## config.mk

```make
export PLATFORM = sky130hd
export DESIGN_NAME = timer_ctrl
export DESIGN_NICKNAME = d
export VERILOG_FILES = /design/src/rtl/timer_ctrl_pkg.sv /design/src/rtl/timer_prescaler.sv /design/src/rtl/timer_ctrl.sv
export SDC_FILE = /design/constraint.sdc
export NUM_CORES = 1
export LEC_CHECK = 0
export CORE_MARGIN = 5
export CORE_UTILIZATION = 52
export DETAILED_ROUTE_END_ITERATION = 7
export HOLD_SLACK_MARGIN = 0.15
export PLACE_DENSITY = 0.83
export RECOVER_POWER = 25
export SYNTH_ARGS = -nofsm -noshare
export SYNTH_HDL_FRONTEND = slang
export SYNTH_HIERARCHICAL = 1
export SYNTH_SLANG_ARGS = --single-unit
```

## constraint.sdc

```tcl
create_clock -name clk -period 2.6 [get_ports clk]
set_clock_uncertainty 0.1 [all_clocks]
set_input_delay 0.52 -clock clk [delete_from_list [all_inputs] [get_ports clk]]
set_output_delay 0.52 -clock clk [all_outputs]
set_load 0.01 [all_outputs]
```

## src/rtl/timer_ctrl_pkg.sv

```systemverilog
// Shared types and default sizes for the timer controller.
package timer_ctrl_pkg;

   localparam int DEF_WIDTH   = 4;
   localparam int DEF_PRESC_W = 8;

   typedef enum logic [1:0] {
      ST_IDLE  = 2'd0,
      ST_RUN   = 2'd1,
      ST_PAUSE = 2'd2,
      ST_DONE  = 2'd3
   } state_e;

   typedef enum logic [1:0] {
      OP_NOP   = 2'd0,
      OP_START = 2'd1,
      OP_PAUSE = 2'd2,
      OP_STOP  = 2'd3
   } cmd_op_e;

endpackage

```

## src/rtl/timer_prescaler.sv

```systemverilog
// Programmable prescaler: while enabled, emits a tick every presc+1 cycles.
// clear has priority over en and restarts the phase at 0. The count holds
// while en is low, so pausing preserves the phase.
module timer_prescaler #(
   parameter int PRESC_W = 8
) (
   input  logic               clk,
   input  logic               rst,
   input  logic               en,
   input  logic               clear,
   input  logic [PRESC_W-1:0] presc,
   output logic               tick
);

   logic [PRESC_W-1:0] cnt;

   assign tick = en && (cnt == presc);

   // Phase counter: wraps to 0 on the tick, freezes when disabled.
   always_ff @(posedge clk or posedge rst) begin
      if (rst)
         cnt <= '0;
      else if (clear)
         cnt <= '0;
      else if (en)
         cnt <= tick ? '0 : cnt + PRESC_W'(1);
   end

endmodule

```

## src/rtl/timer_ctrl.sv

```systemverilog
// Command-driven timer controller: START / PAUSE_TOGGLE / STOP over a
// valid/ready port, one-shot or periodic counting to a terminal count.
// Optional feature macro: TIMER_CTRL_IRQ_EN adds a sticky irq with irq_clr.
module timer_ctrl
   import timer_ctrl_pkg::*;
#(
   parameter int WIDTH   = DEF_WIDTH,
   parameter int PRESC_W = DEF_PRESC_W
) (
   input  logic               clk,
   input  logic               rst,
   input  logic               cmd_valid,
   output logic               cmd_ready,
   input  logic [1:0]         cmd_op,
   input  logic [WIDTH-1:0]   cmd_term,
   input  logic [PRESC_W-1:0] cmd_presc,
   input  logic               cmd_periodic,
   output logic [WIDTH-1:0]   cnt_out,
   output logic               busy,
   output logic               done,
`ifdef TIMER_CTRL_IRQ_EN
   output logic               irq,
   input  logic               irq_clr,
`endif
   output logic               tc_pulse
);

   state_e             state_q, state_d;
   cmd_op_e            op;
   logic [WIDTH-1:0]   term_reg;
   logic [PRESC_W-1:0] presc_reg;
   logic               periodic_reg;
   logic [WIDTH-1:0]   cnt_d;
   logic               accept;
   logic               load;
   logic               pre_clr;
   logic               tick;
   logic               tc_d;

   assign op     = cmd_op_e'(cmd_op);
   assign accept = cmd_valid && cmd_ready;

   timer_prescaler #(.PRESC_W(PRESC_W)) u_presc (
      .clk   (clk),
      .rst   (rst),
      .en    (state_q == ST_RUN),
      .clear (pre_clr),
      .presc (presc_reg),
      .tick  (tick)
   );

   // Next state / count. An accepted command always wins over a tick in the
   // same cycle; the tick is then dropped (no increment, no tc_pulse).
   always_comb begin
      state_d = state_q;
      cnt_d   = cnt_out;
      tc_d    = 1'b0;
      load    = 1'b0;
      pre_clr = 1'b0;
      if (accept) begin
         unique case (op)
            OP_START: begin
               load    = 1'b1;
               pre_clr = 1'b1;
               cnt_d   = '0;
               state_d = ST_RUN;
            end
            OP_PAUSE: begin
               if (state_q == ST_RUN)
                  state_d = ST_PAUSE;
               else if (state_q == ST_PAUSE)
                  state_d = ST_RUN;
            end
            OP_STOP: begin
               pre_clr = 1'b1;
               cnt_d   = '0;
               state_d = ST_IDLE;
            end
            default: ;
         endcase
      end else if (tick) begin
         if (cnt_out == term_reg) begin
            tc_d = 1'b1;
            if (periodic_reg)
               cnt_d = '0;
            else
               state_d = ST_DONE;
         end else begin
            cnt_d = cnt_out + WIDTH'(1);
         end
      end
   end

   // State register and registered status outputs.
   always_ff @(posedge clk or posedge rst) begin
      if (rst) begin
         state_q   <= ST_IDLE;
         cnt_out   <= '0;
         tc_pulse  <= 1'b0;
         busy      <= 1'b0;
         done      <= 1'b0;
         cmd_ready <= 1'b1;
      end else begin
         state_q   <= state_d;
         cnt_out   <= cnt_d;
         tc_pulse  <= tc_d;
         busy      <= (state_d == ST_RUN) || (state_d == ST_PAUSE);
         done      <= (state_d == ST_DONE);
         cmd_ready <= !accept;
      end
   end

   // Configuration captured on START.
   always_ff @(posedge clk or posedge rst) begin
      if (rst) begin
         term_reg     <= '0;
         presc_reg    <= '0;
         periodic_reg <= 1'b0;
      end else if (load) begin
         term_reg     <= cmd_term;
         presc_reg    <= cmd_presc;
         periodic_reg <= cmd_periodic;
      end
   end

`ifdef TIMER_CTRL_IRQ_EN
   // Sticky interrupt: set by tc_pulse, cleared by irq_clr; set wins.
   always_ff @(posedge clk or posedge rst) begin
      if (rst)
         irq <= 1'b0;
      else
         irq <= tc_pulse | (irq & ~irq_clr);
   end
`endif

endmodule

```

# [Word level (Yosys, flattened, before mapping)]
# Cells that the tools add are included.
[classes] n_reduce_logical=8 n_addsub=2 n_mux=22 n_eq_ne=12
[ops] cell="$mux 8" count=3
[ops] cell="$mux 4" count=5
[ops] cell="$mux 2" count=6
[ops] cell="$eq 2x2->1 const B" count=5
[ops] cell="$add 8x1->8 const B" count=1
[ops] cell="$eq 8x8->1" count=1
[ops] cell="$mux 1" count=7
[ops] cell="$eq 2x1->1 const B" count=3
[ops] cell="$pmux 2 s3" count=1
[ops] cell="$add 4x1->4 const B" count=1
[ops] cell="$eq 4x4->1" count=1
[ops] cell="$reduce_bool 2->1" count=2
[ops] cell="$ne 3x3->1 const B" count=1
[ops] cell="$reduce_and 3->1" count=1
[ops] cell="$logic_and 1x1->1" count=2
[ops] cell="$ne 2x2->1 const B" count=1
[ops] cell="$reduce_or 2->1" count=1
[ops] cell="$logic_not 1->1" count=1
[ops] cell="$logic_or 1x1->1" count=1
[word_totals] output_inout_bits=8 register_bits=31 in_bits=18

# [Logic depth before layout (Yosys ltp)]
# Gate-level depths: netlist of run 1.
[logic_depth] ltp_word=7 depth_mapped=7 mapped_depth_nobuf=7

# [Cells and area by module]
# Netlist of run 1, hierarchy kept.
[modules_own_cells] mod="timer_ctrl" area_per_inst_um2=1009.7 cells_each=79 instances=1
[modules_own_cells] mod="timer_prescaler" area_per_inst_um2=500.5 cells_each=50 instances=1

# [Worst setup path before layout of run 1]
# OpenSTA, ideal clock, no wires.
[synth_timing] path_type="reg-to-reg" from="register state_q[1]" to="register busy" arrival_ns=1.895 stages_incl_launch_ff=8 setup_slack_ns=0.479 required_ns=2.374 setup_ns=0.126 period_less_slack_ns=2.121 path_cell_list="dfrtp_1 -> nor2b_1 -> inv_1 -> nor3_4 -> nand2b_1 -> o21ai_0 -> o22a_1 -> ha_1"
[synth_via] elab_cells_between_ends=13
[synth_rtl] item="start: declaration" line="timer_ctrl.sv:28" text="state_e state_q, state_d;"
[synth_rtl] item="start signal: assignment" line="timer_ctrl.sv:104" text="state_q <= state_d;"
[synth_rtl] item="$eq 2x1->1 *" line="timer_ctrl.sv:46" text=".en (state_q == ST_RUN),"
[synth_rtl] item="$logic_and 1x1->1 *" line="timer_prescaler.sv:17" text="assign tick = en && (cnt == presc);"
[synth_rtl] item="net tick" line="timer_ctrl.sv:37" text="logic tick;"
[synth_rtl] item="$mux 2 *" line="timer_ctrl.sv:81" text="end else if (tick) begin"
[synth_rtl] item="$mux 2 *" line="timer_ctrl.sv:60" text="if (accept) begin"
[synth_rtl] item="net state_d[0]" line="timer_ctrl.sv:28"
[synth_rtl] item="$eq 2x1->1 / $eq 2x2->1 (equally long branches)" line="timer_ctrl.sv:107" text="busy <= (state_d == ST_RUN) || (state_d == ST_PAUSE);"
[synth_rtl] item="$logic_or 1x1->1 *" line="timer_ctrl.sv:107"
[synth_rtl] item="end signal: assignment" line="timer_ctrl.sv:107"
[synth_rtl] item="end: declaration" line="timer_ctrl.sv:19" text="output logic busy,"
# Mark *: on every way through the listed nets, which the timed path passes. The rest lies on a longest branch.
# A chain may end at the register's enable or synchronous reset.

# [Worst setup path after layout of run 1]
[layout_timing] from="register u_presc.cnt[0]" to="register busy"
[layout_via] elab_chain_cells=6 elab_cells_between_ends=7
[layout_lines] item="start: declaration" line="timer_prescaler.sv:15" text="logic [PRESC_W-1:0] cnt;"
[layout_lines] item="start signal: assignment" line="timer_prescaler.sv:26" text="cnt <= tick ? '0 : cnt + PRESC_W'(1);"
[layout_lines] item="$eq 8x8->1 *" line="timer_prescaler.sv:17"
[layout_lines] item="$logic_and 1x1->1 *" line="timer_prescaler.sv:17"
[layout_lines] item="net tick" line="timer_ctrl.sv:37"
[layout_lines] item="$mux 2 *" line="timer_ctrl.sv:81"
[layout_lines] item="$mux 2 *" line="timer_ctrl.sv:60"
[layout_lines] item="net state_d[0]" line="timer_ctrl.sv:28"
[layout_lines] item="$eq 2x1->1 / $eq 2x2->1 (equally long branches)" line="timer_ctrl.sv:107"
[layout_lines] item="$logic_or 1x1->1 *" line="timer_ctrl.sv:107"
# Marks and branches as above.

==> flow_summary.yaml, run 1 <==
floorplan:
  start_util: 0.543
  io_pins: 26
  die_width_um: 63.9
  die-area_um2: 4080
  rows: 19
  die_h_um: 63.9
  core-area_um2: 2780
clocking:
  htree_levels: 2
  cts_tree: "built"
  cts_resized: 0
  cts_buffers: 5
  cts_setup_buffers: 0
  clk_pin_slew_ns: 0.10
  holdBufCountCts: 0
  clkLatencyLatePin_ns: 0.33
  clkSinkCount: 31
  ctsLongestPathBuffers: 2
  root_buffer: "clkbuf_4"
route:
  viasPerCell: 5.57
  drt-pass1-iter-count: 4
  postRouteWirelength_um: 3060
  via_count: 1092
  drc: 0
  dr.first_iter.drc_count: 31
  ant_nets: 0
  wl_per_cell_um: 15.6
timing:
  hold_viol: 0
  whs_ns: 0.434
  rsz0062_at_grt: "false"
  worstMarginPinSlew_ns: 1.21
  fin_crit_sh: 0.834
  max-slew-margin-rel: 0.196
  setup_violations: 0
  final_max_slew_viol_count: 0
  max_freq_ghz: 0.461
  setup_tns_ns: 0
  timing.final.crit_period_ns: 2.17
setup_path:
  start_kind: "flop"
  slowest_stage: "dfrtp_1"
  critPathMaxStageDelay_ns: 0.45
  crit_type: "flop to flop"
  cp.arrival_ns: 2.28
  crit_path_max_fanout: 5
  cp_top_family: "simple AND/OR/NAND/NOR gates"
  path_cells: "xnor2_1 -> nand4_2 -> nor3_4 -> nand2b_1 -> o21ai_0 -> o22a_1 -> ha_1"
  cp-end-kind: "flop"
  critical_path_required_ns: 2.71
  crit_buf_inv: 0
flow_run:
  cap_violations: 0
logic_synthesis:
  synth_area_per_cell_um2: 11.7
  post-synth-top-area-cell: "dfrtp_1"
  synth_seq_area_share: 0.514
  synth_ff_type: "dfrtp_1"
  netlist_area_um2: 1510
  ys_types: 34
  synth_nets: 150
  ys_top_cells_by_area: "dfrtp_1, mux2_2, xnor2_1"
  async_flop_share: 1.00
  synth_edf_count: 0
  yosys_register_bits: 31
  syn_inst: 129
  yosys_warnings: 6
  synth_top_area_share: 0.497
hold_path:
  hp-class: "flop to flop"
power_and_ir_drop:
  pwr_density_cell_nw_per_um2: 742
  ir_worst_vdd_mv: 0.623
  p_leak_uw: 0.000818
global_routing:
  grt_pass1_vias: 1140
  track_usage: 0.169
  overflow: 0
  antenna_found_initial: 0
  grt_pass1_wl_um: 5380
  grt_max_degree: 24
layout:
  num_antenna_cells: 0
  area_delta_synth_final_pct: 26.5
  drive_gt1_frac: 0.188
  nets: 185
  final_cell_mix: "dfrtp_1, clkdlybuf4s50_1, mux2_2"
  layout_commonest_cell: "dfrtp_1"
placed_design:
  portBuffers: 25
  dpl.hpwl_um: 2310
  gp_congestion: 0.898
outcome:
  status: "complete, no violations"
[metal layers]
metal	wire, um	track usage	share of wire	vias to the layer above
li1	-	-	-	530
met1	1280	0.197	0.42	542
met2	1630	0.293	0.53	16
met3	100	0.0385	0.033	4
met4	42	0.0779	0.014	0
met5	0	0	0	-
[where the power goes]
group	total [uW]	leakage, uW	switching, uW	internal, uW
clock network	396	0.0000482	169	227
registers	665	0.000381	89.7	575
logic	358	0.000389	157	201
[cells by family after synthesis]
family | count (synthesis) | synth area share
flops | 31 | 0.515
simple gates | 40 | 0.166
buf+inv | 10 | 0.0257
fa+ha+maj | 3 | 0.0249
mux | 15 | 0.110
xor+xnor | 18 | 0.104
compound gates | 12 | 0.0547
[per-stage QoR]
step | std cells | setup slack [ns] | util | instance area [um^2] | power [uW]
finish | 196 | 0.432 | 0.687 | 1910 | 1420
CTS | 196 | 0.412 | 0.688 | 1910 | 1430
detailed placement | 188 | 0.403 | 0.657 | 1830 | 1030
global placement | 188 | 0.489 | 0.657 | 1830 | 1000
global route | 196 | 0.315 | 0.687 | 1910 | 1510
floorplan | 129 | 0.479 | - | 1510 | 895
[cell usage after synthesis, types with 3 or more instances]
master / n
o22a_1: 3
nand2b_1: 3
dfrtp_1: 30
nor2_1: 4
a21oi_1: 3
nor3_1: 6
nand4_1: 6
mux2_2: 13
inv_1: 8
xor2_1: 6
nand2_1: 6
xnor2_1: 12
ha_1: 3
[final timing paths]
kind	startpoint	slack (ns)	cells past startpoint	to
min in group asynchronous	rst	0.49	2	u_presc/cnt[0]
min reg2reg	presc_reg[6]	0.43	1	presc_reg[6]
max reg2reg	u_presc/cnt[0]	0.43	7	busy
max	u_presc/cnt[0]	0.43	7	busy
min	presc_reg[6]	0.43	1	presc_reg[6]
max in group asynchronous	rst	0.75	3	periodic_reg
[cell type report]
class                           instances  area, um^2
Inverter                                8        30.0
Tap cell                               31        38.8
Clock inverter                          2        35.0
Sequential cell                        31         777
Timing Repair Buffer                   30         284
Multi-Input combinational cell         88         694
Clock buffer                            6        51.3
Fill cell                             205         871
[worst reg2reg max path, delay by kind of cell, from the launching register on]
family | cells | cell delay [ns]
adder cells (fa/ha/maj) | 1 | 0.25
flip-flops | 1 | 0.45
AND/OR/NAND/NOR | 3 | 0.51
XOR/XNOR | 1 | 0.23
AO/OA/AOI/OAI | 2 | 0.51
Power figures use the tool's default switching activity.
==> run 2: changes to the inputs <==
==> constraint.sdc (replaced) <==
create_clock -name clk -period 2.1 [get_ports clk]
set_clock_uncertainty 0.1 [all_clocks]
set_input_delay 0.42 -clock clk [delete_from_list [all_inputs] [get_ports clk]]
set_output_delay 0.42 -clock clk [all_outputs]
set_load 0.01 [all_outputs]
==> flow_summary.yaml, run 2 (synthesized netlist as in run 1, its figures left out) <==
clocking:
  holdBufCountCts: 0
  ctsLongestPathBuffers: 2
  htree_levels: 2
  clkLatencyLatePin_ns: 0.35
  clk_pin_slew_ns: 0.10
  cts_buffers: 5
  cts_tree: "built"
  clkSinkCount: 31
  root_buffer: "clkbuf_4"
layout:
  area_delta_synth_final_pct: 30.1
  final_cell_mix: "dfrtp_1, clkdlybuf4s50_1, mux2_2"
  stdcell_count: 199
  num_antenna_cells: 0
  drive_gt1_frac: 0.232
  layout_commonest_cell: "dfrtp_1"
  nets: 188
setup_path:
  start_kind: "flop"
  critPathMaxStageDelay_ns: 0.44
  crit_buf_inv: 0
  slowest_stage: "dfrtp_1"
  cp_top_family: "simple AND/OR/NAND/NOR gates"
  critical_path_required_ns: 2.23
  r2r_slack_ns: 0.14
  cp-end-kind: "flop"
  crit_path_max_fanout: 4
  path_cells: "xnor2_1 -> nand4_1 -> nor3_4 -> nand2b_1 -> o21ai_2 -> o22a_1 -> ha_1"
  cp.arrival_ns: 2.08
  crit_type: "flop to flop"
route:
  drc: 0
  dr.first_iter.drc_count: 52
  postRouteWirelength_um: 3200
  viasPerCell: 5.71
  ant_nets: 0
  via_count: 1136
  drt-pass1-iter-count: 4
  wl_per_cell_um: 16.1
placed_design:
  dpl.hpwl_um: 2480
  dp_slack_ns: -0.0605
  portBuffers: 25
  gp_congestion: 0.901
  dp.cells: 190
global_routing:
  top_usage_layer: "met2"
  overflow: 0
  track_usage: 0.176
  grt_pass1_wl_um: 5580
  gr-usage-met2: 0.309
  antenna_found_initial: 0
  use_met3: 0.0613
  grt_max_degree: 24
  grt_use_met1: 0.193
  grt_pass1_vias: 1272
floorplan:
  die-area_um2: 4080
  rows: 19
  die_h_um: 63.9
  start_util: 0.543
  io_pins: 26
  die_width_um: 63.9
  core-area_um2: 2780
power_and_ir_drop:
  ir_worst_vdd_mv: 0.833
  pwr_density_cell_nw_per_um2: 910
  p_leak_uw: 0.000849
timing:
  setup_violations: 0
  hold_viol: 0
  whs_ns: 0.370
  final_max_slew_viol_count: 0
  timing.final.crit_period_ns: 1.96
  fin_crit_sh: 0.932
  worstMarginPinSlew_ns: 0.573
  rsz0062_at_grt: "true"
  fin_ws_ns: 0.143
  max_freq_ghz: 0.511
  max-slew-margin-rel: 0.618
outcome:
  status: "complete, no violations"
flow_run:
  cap_violations: 0
hold_path:
  hp-class: "input port to async pin"
[run 2: layout make-up]
| type | count | area, um^2 |
|---|---|---|
| tap | 31 | 38.8 |
| fill | 191 | 817 |
| sequential | 31 | 777 |
| clock inverter | 2 | 35.0 |
| inverter | 8 | 30.0 |
| multi-input combinational | 88 | 712 |
| clock buffer | 6 | 51.3 |
| timing repair buffer | 33 | 320 |
[run 2: repair_timing]
action | in CTS | in global routing
resized for setup | 1 | 3
buffers inserted | 0 | 1
endpoints found under the setup margin | 1 | 6
pin swaps | 0 | 2
[run 2: final timing paths]
path	startpoint	to	cells past startpoint
setup / recovery	u_presc/cnt[3]	busy	7
max in group asynchronous	rst	cmd_ready	3
setup reg to reg	u_presc/cnt[3]	busy	7
min in group clk	presc_reg[7]	presc_reg[7]	1
hold reg to reg	presc_reg[7]	presc_reg[7]	1
hold / removal	rst	u_presc/cnt[3]	2
[run 2: where the power goes]
group	leakage, uW	switching [uW]	internal [uW]
sequential	0.000381	116	712
clock	0.0000482	217	281
combinational	0.000420	199	264
[run 2: stage by stage]
stage | instance area [um^2] | util | setup TNS, ns | total power [uW]
floorplan | 1510 | - | 0 | 1110
global placement | 1860 | 0.668 | 0 | 1260
detailed placement | 1860 | 0.668 | -0.0605 | 1290
CTS | 1940 | 0.699 | 0 | 1780
global route | 1960 | 0.706 | -0.0138 | 1890
finish | 1960 | 0.706 | 0 | 1790
[run 2: layer usage]
| metal | part of all wire | routed length (um) | up-vias |
|---|---|---|---|
| met1 | 0.42 | 1340 | 571 |
| met5 | 0 | 0 | - |
| met4 | 0.022 | 71 | 0 |
| li1 | - | - | 534 |
| met2 | 0.52 | 1680 | 21 |
| met3 | 0.035 | 113 | 10 |
==> edit, RTL diff (settings of run 1) <==
Re-encode `state_e` (4 states) as one-hot, 4 bits wide.
--- a/src/rtl/timer_ctrl_pkg.sv
+++ b/src/rtl/timer_ctrl_pkg.sv
@@ -4,11 +4,11 @@
    localparam int DEF_WIDTH   = 4;
    localparam int DEF_PRESC_W = 8;
 
-   typedef enum logic [1:0] {
-      ST_IDLE  = 2'd0,
-      ST_RUN   = 2'd1,
-      ST_PAUSE = 2'd2,
-      ST_DONE  = 2'd3
+   typedef enum logic [3:0] {
+      ST_IDLE  = 4'b0001,
+      ST_RUN   = 4'b0010,
+      ST_PAUSE = 4'b0100,
+      ST_DONE  = 4'b1000
    } state_e;
 
    typedef enum logic [1:0] {
Check against the original RTL: same outputs for any inputs over 10 cycles, from zero or initial values and one cycle with rst high; not proved beyond that.
==> edit against run 1 <==
- clock power down 33%
- sequential power about the same
- first-iteration DRC count rose to 3.4 times the old value
- worst setup slack worse by 0.13 ns
- synthesized area up 10%
- non-clock buffer count down 1
- sequential cell count up 2
- design area up 6.3%
- routed wire length up 5.9%
- global-route usage up 0.42 points
- power down 13%
- sequential share of layout area up 0.12 points
- critical path type unchanged
==> edit: results (changes against run 1) <==
| Metric | Value |
|---|---|
| RePlAce Congestion | `0.8050 (-10%)` |
| Synth cell types | `42 (+24%)` |
| Fraction of area in multi-input gates | `0.3900 (+0.02656)` |
| Worst slew pin tran | `0.5405 ns (-0.6657 ns)` |
| Initial DRC count | `104 (+240%)` |
| Vias in the first global route | `1275 (+12%)` |
| Non-Clock Inverter Count | `7 (-1)` |
| CP arrival | `2.42 ns (+0.14 ns)` |
| Post-synthesis register bit count | `33 (+6.5%)` |
| DR WL/cell | `14.47 um (-7.3%)` |
| Final net count | `199 (+7.6%)` |
| Signal buf overhead | `0.1380 (-0.01064)` |
| Most frequent cells after synthesis | `dfrtp_1, mux2_2, xnor2_1` |
| Place WS | `0.2065 ns (-0.1963 ns)` |
| Clk_lat worst skew | `0.33 ns (about the same)` |
| DR vias/cell | `5.540 (-0.56%)` |
| Fill cells | `254 (+24%)` |
| Clock-cell share of area | `0.02403 (-0.02116)` |
| Non-clock buffer count | `29 (-3.3%)` |
| Reg2reg end | `busy` |
| Crit path largest cell delay | `0.47 ns (+0.02 ns)` |
| Fraction of standard cell area that is sequential | `0.4079 (+0.001206)` |
| Largest net degree at the start of global routing | `15 (-38%)` |
| H-tree levels | `2 (unchanged)` |
| CLK BUF | `8 (+2)` |
| Crit-path leading delay family | `simple AND/OR/NAND/NOR gates` |
| Fraction of layout instances using a drive strength above 1 | `0.1944 (+0.006566)` |
| Hold Path End | `term_reg[2]` |
| Initial antenna violation count | `0 (unchanged)` |
| Worst IR drop on VDD | `0.3814 mV (-39%)` |
| First-pass GRT wire length | `5775 um (+7.3%)` |
| Sequential element share of the synthesized area | `0.4981 (-0.01638)` |
| DP Wirelength | `2482 um (+7.5%)` |
| Reg-to-reg setup timing slack | `0.31 ns (-0.13 ns)` |
| Worst hold path startpoint | `term_reg[2]` |
| Status | `complete, no violations` |
| Ys async rst share | `1.000 (unchanged)` |
| Mapped Nets | `166 (+11%)` |
| #MultiIn Comb | `103 (+17%)` |
| P_leak | `0.8837 nW (+8.0%)` |
| Crit-path slowest cell | `dfrtp_1` |
| Global Route Usage Sum | `0.1732 (+0.004173)` |
| Top post-synthesis cells by area | `dfrtp_1, mux2_2, xnor2_1` |
| Critical Path Fanout Max | `7 (+2)` |
| Crit Reg-Reg Startpoint | `state_q[2]` |
edit: kinds of logic after synthesis:
group	after synthesis	share of synthesized area
mux	15	0.1016
simple gates	48	0.1701
flops	33	0.4981
buf+inv	10	0.02934
fa+ha+maj	2	0.01505
xor+xnor	18	0.09481
compound gates	20	0.09105
edit: per-layer routing:
metal  up-vias  wire length, um  part of all wire  GRT usage
li1        589                -                 -          -
met1       604             1402              0.43     0.2177
met2        37             1611              0.50     0.2785
met3        11              157             0.048    0.04216
met4         0               69             0.021    0.08122
met5         -                0                 0          0
edit: through the flow:
step,hold WS (ns),area (um2),cells,power [mW]
after global routing,0.4493,2031,224,1.309
after floorplan,0.2357,1669,146,0.8741
after detailed placement,0.4163,1982,216,0.9725
final,0.4354,2031,224,1.227
after CTS,0.3655,2031,224,1.242
after global placement,0.4086,1982,216,0.9528
edit: report_power, final:
group          internal [mW]  switching, mW  leakage (nW)
registers              0.592         0.0739         0.423
logic                  0.167          0.128         0.434
clock network          0.108          0.159        0.0265
total                  0.866          0.361         0.884
edit: how the worst max path moves through the flow:
stage | start | end | slack (ns) | cells past startpoint
after global routing | state_q[2] | busy | 0.19 | 7
after detailed placement | cmd_op[1] | busy | 0.21 | 5
after floorplan | state_q[2] | busy | 0.21 | 7
after CTS | state_q[2] | busy | 0.31 | 7
after global placement | cmd_op[1] | busy | 0.26 | 5
final | state_q[2] | busy | 0.31 | 7
edit: worst register-to-register path, cell delays in order (launching register included):
cell,delay (ns)
dfrtp_1,0.47
nor4b_2,0.37
inv_1,0.15
nor3_4,0.29
and2b_1,0.23
a21oi_2,0.09
a22o_1,0.25
o221a_1,0.24
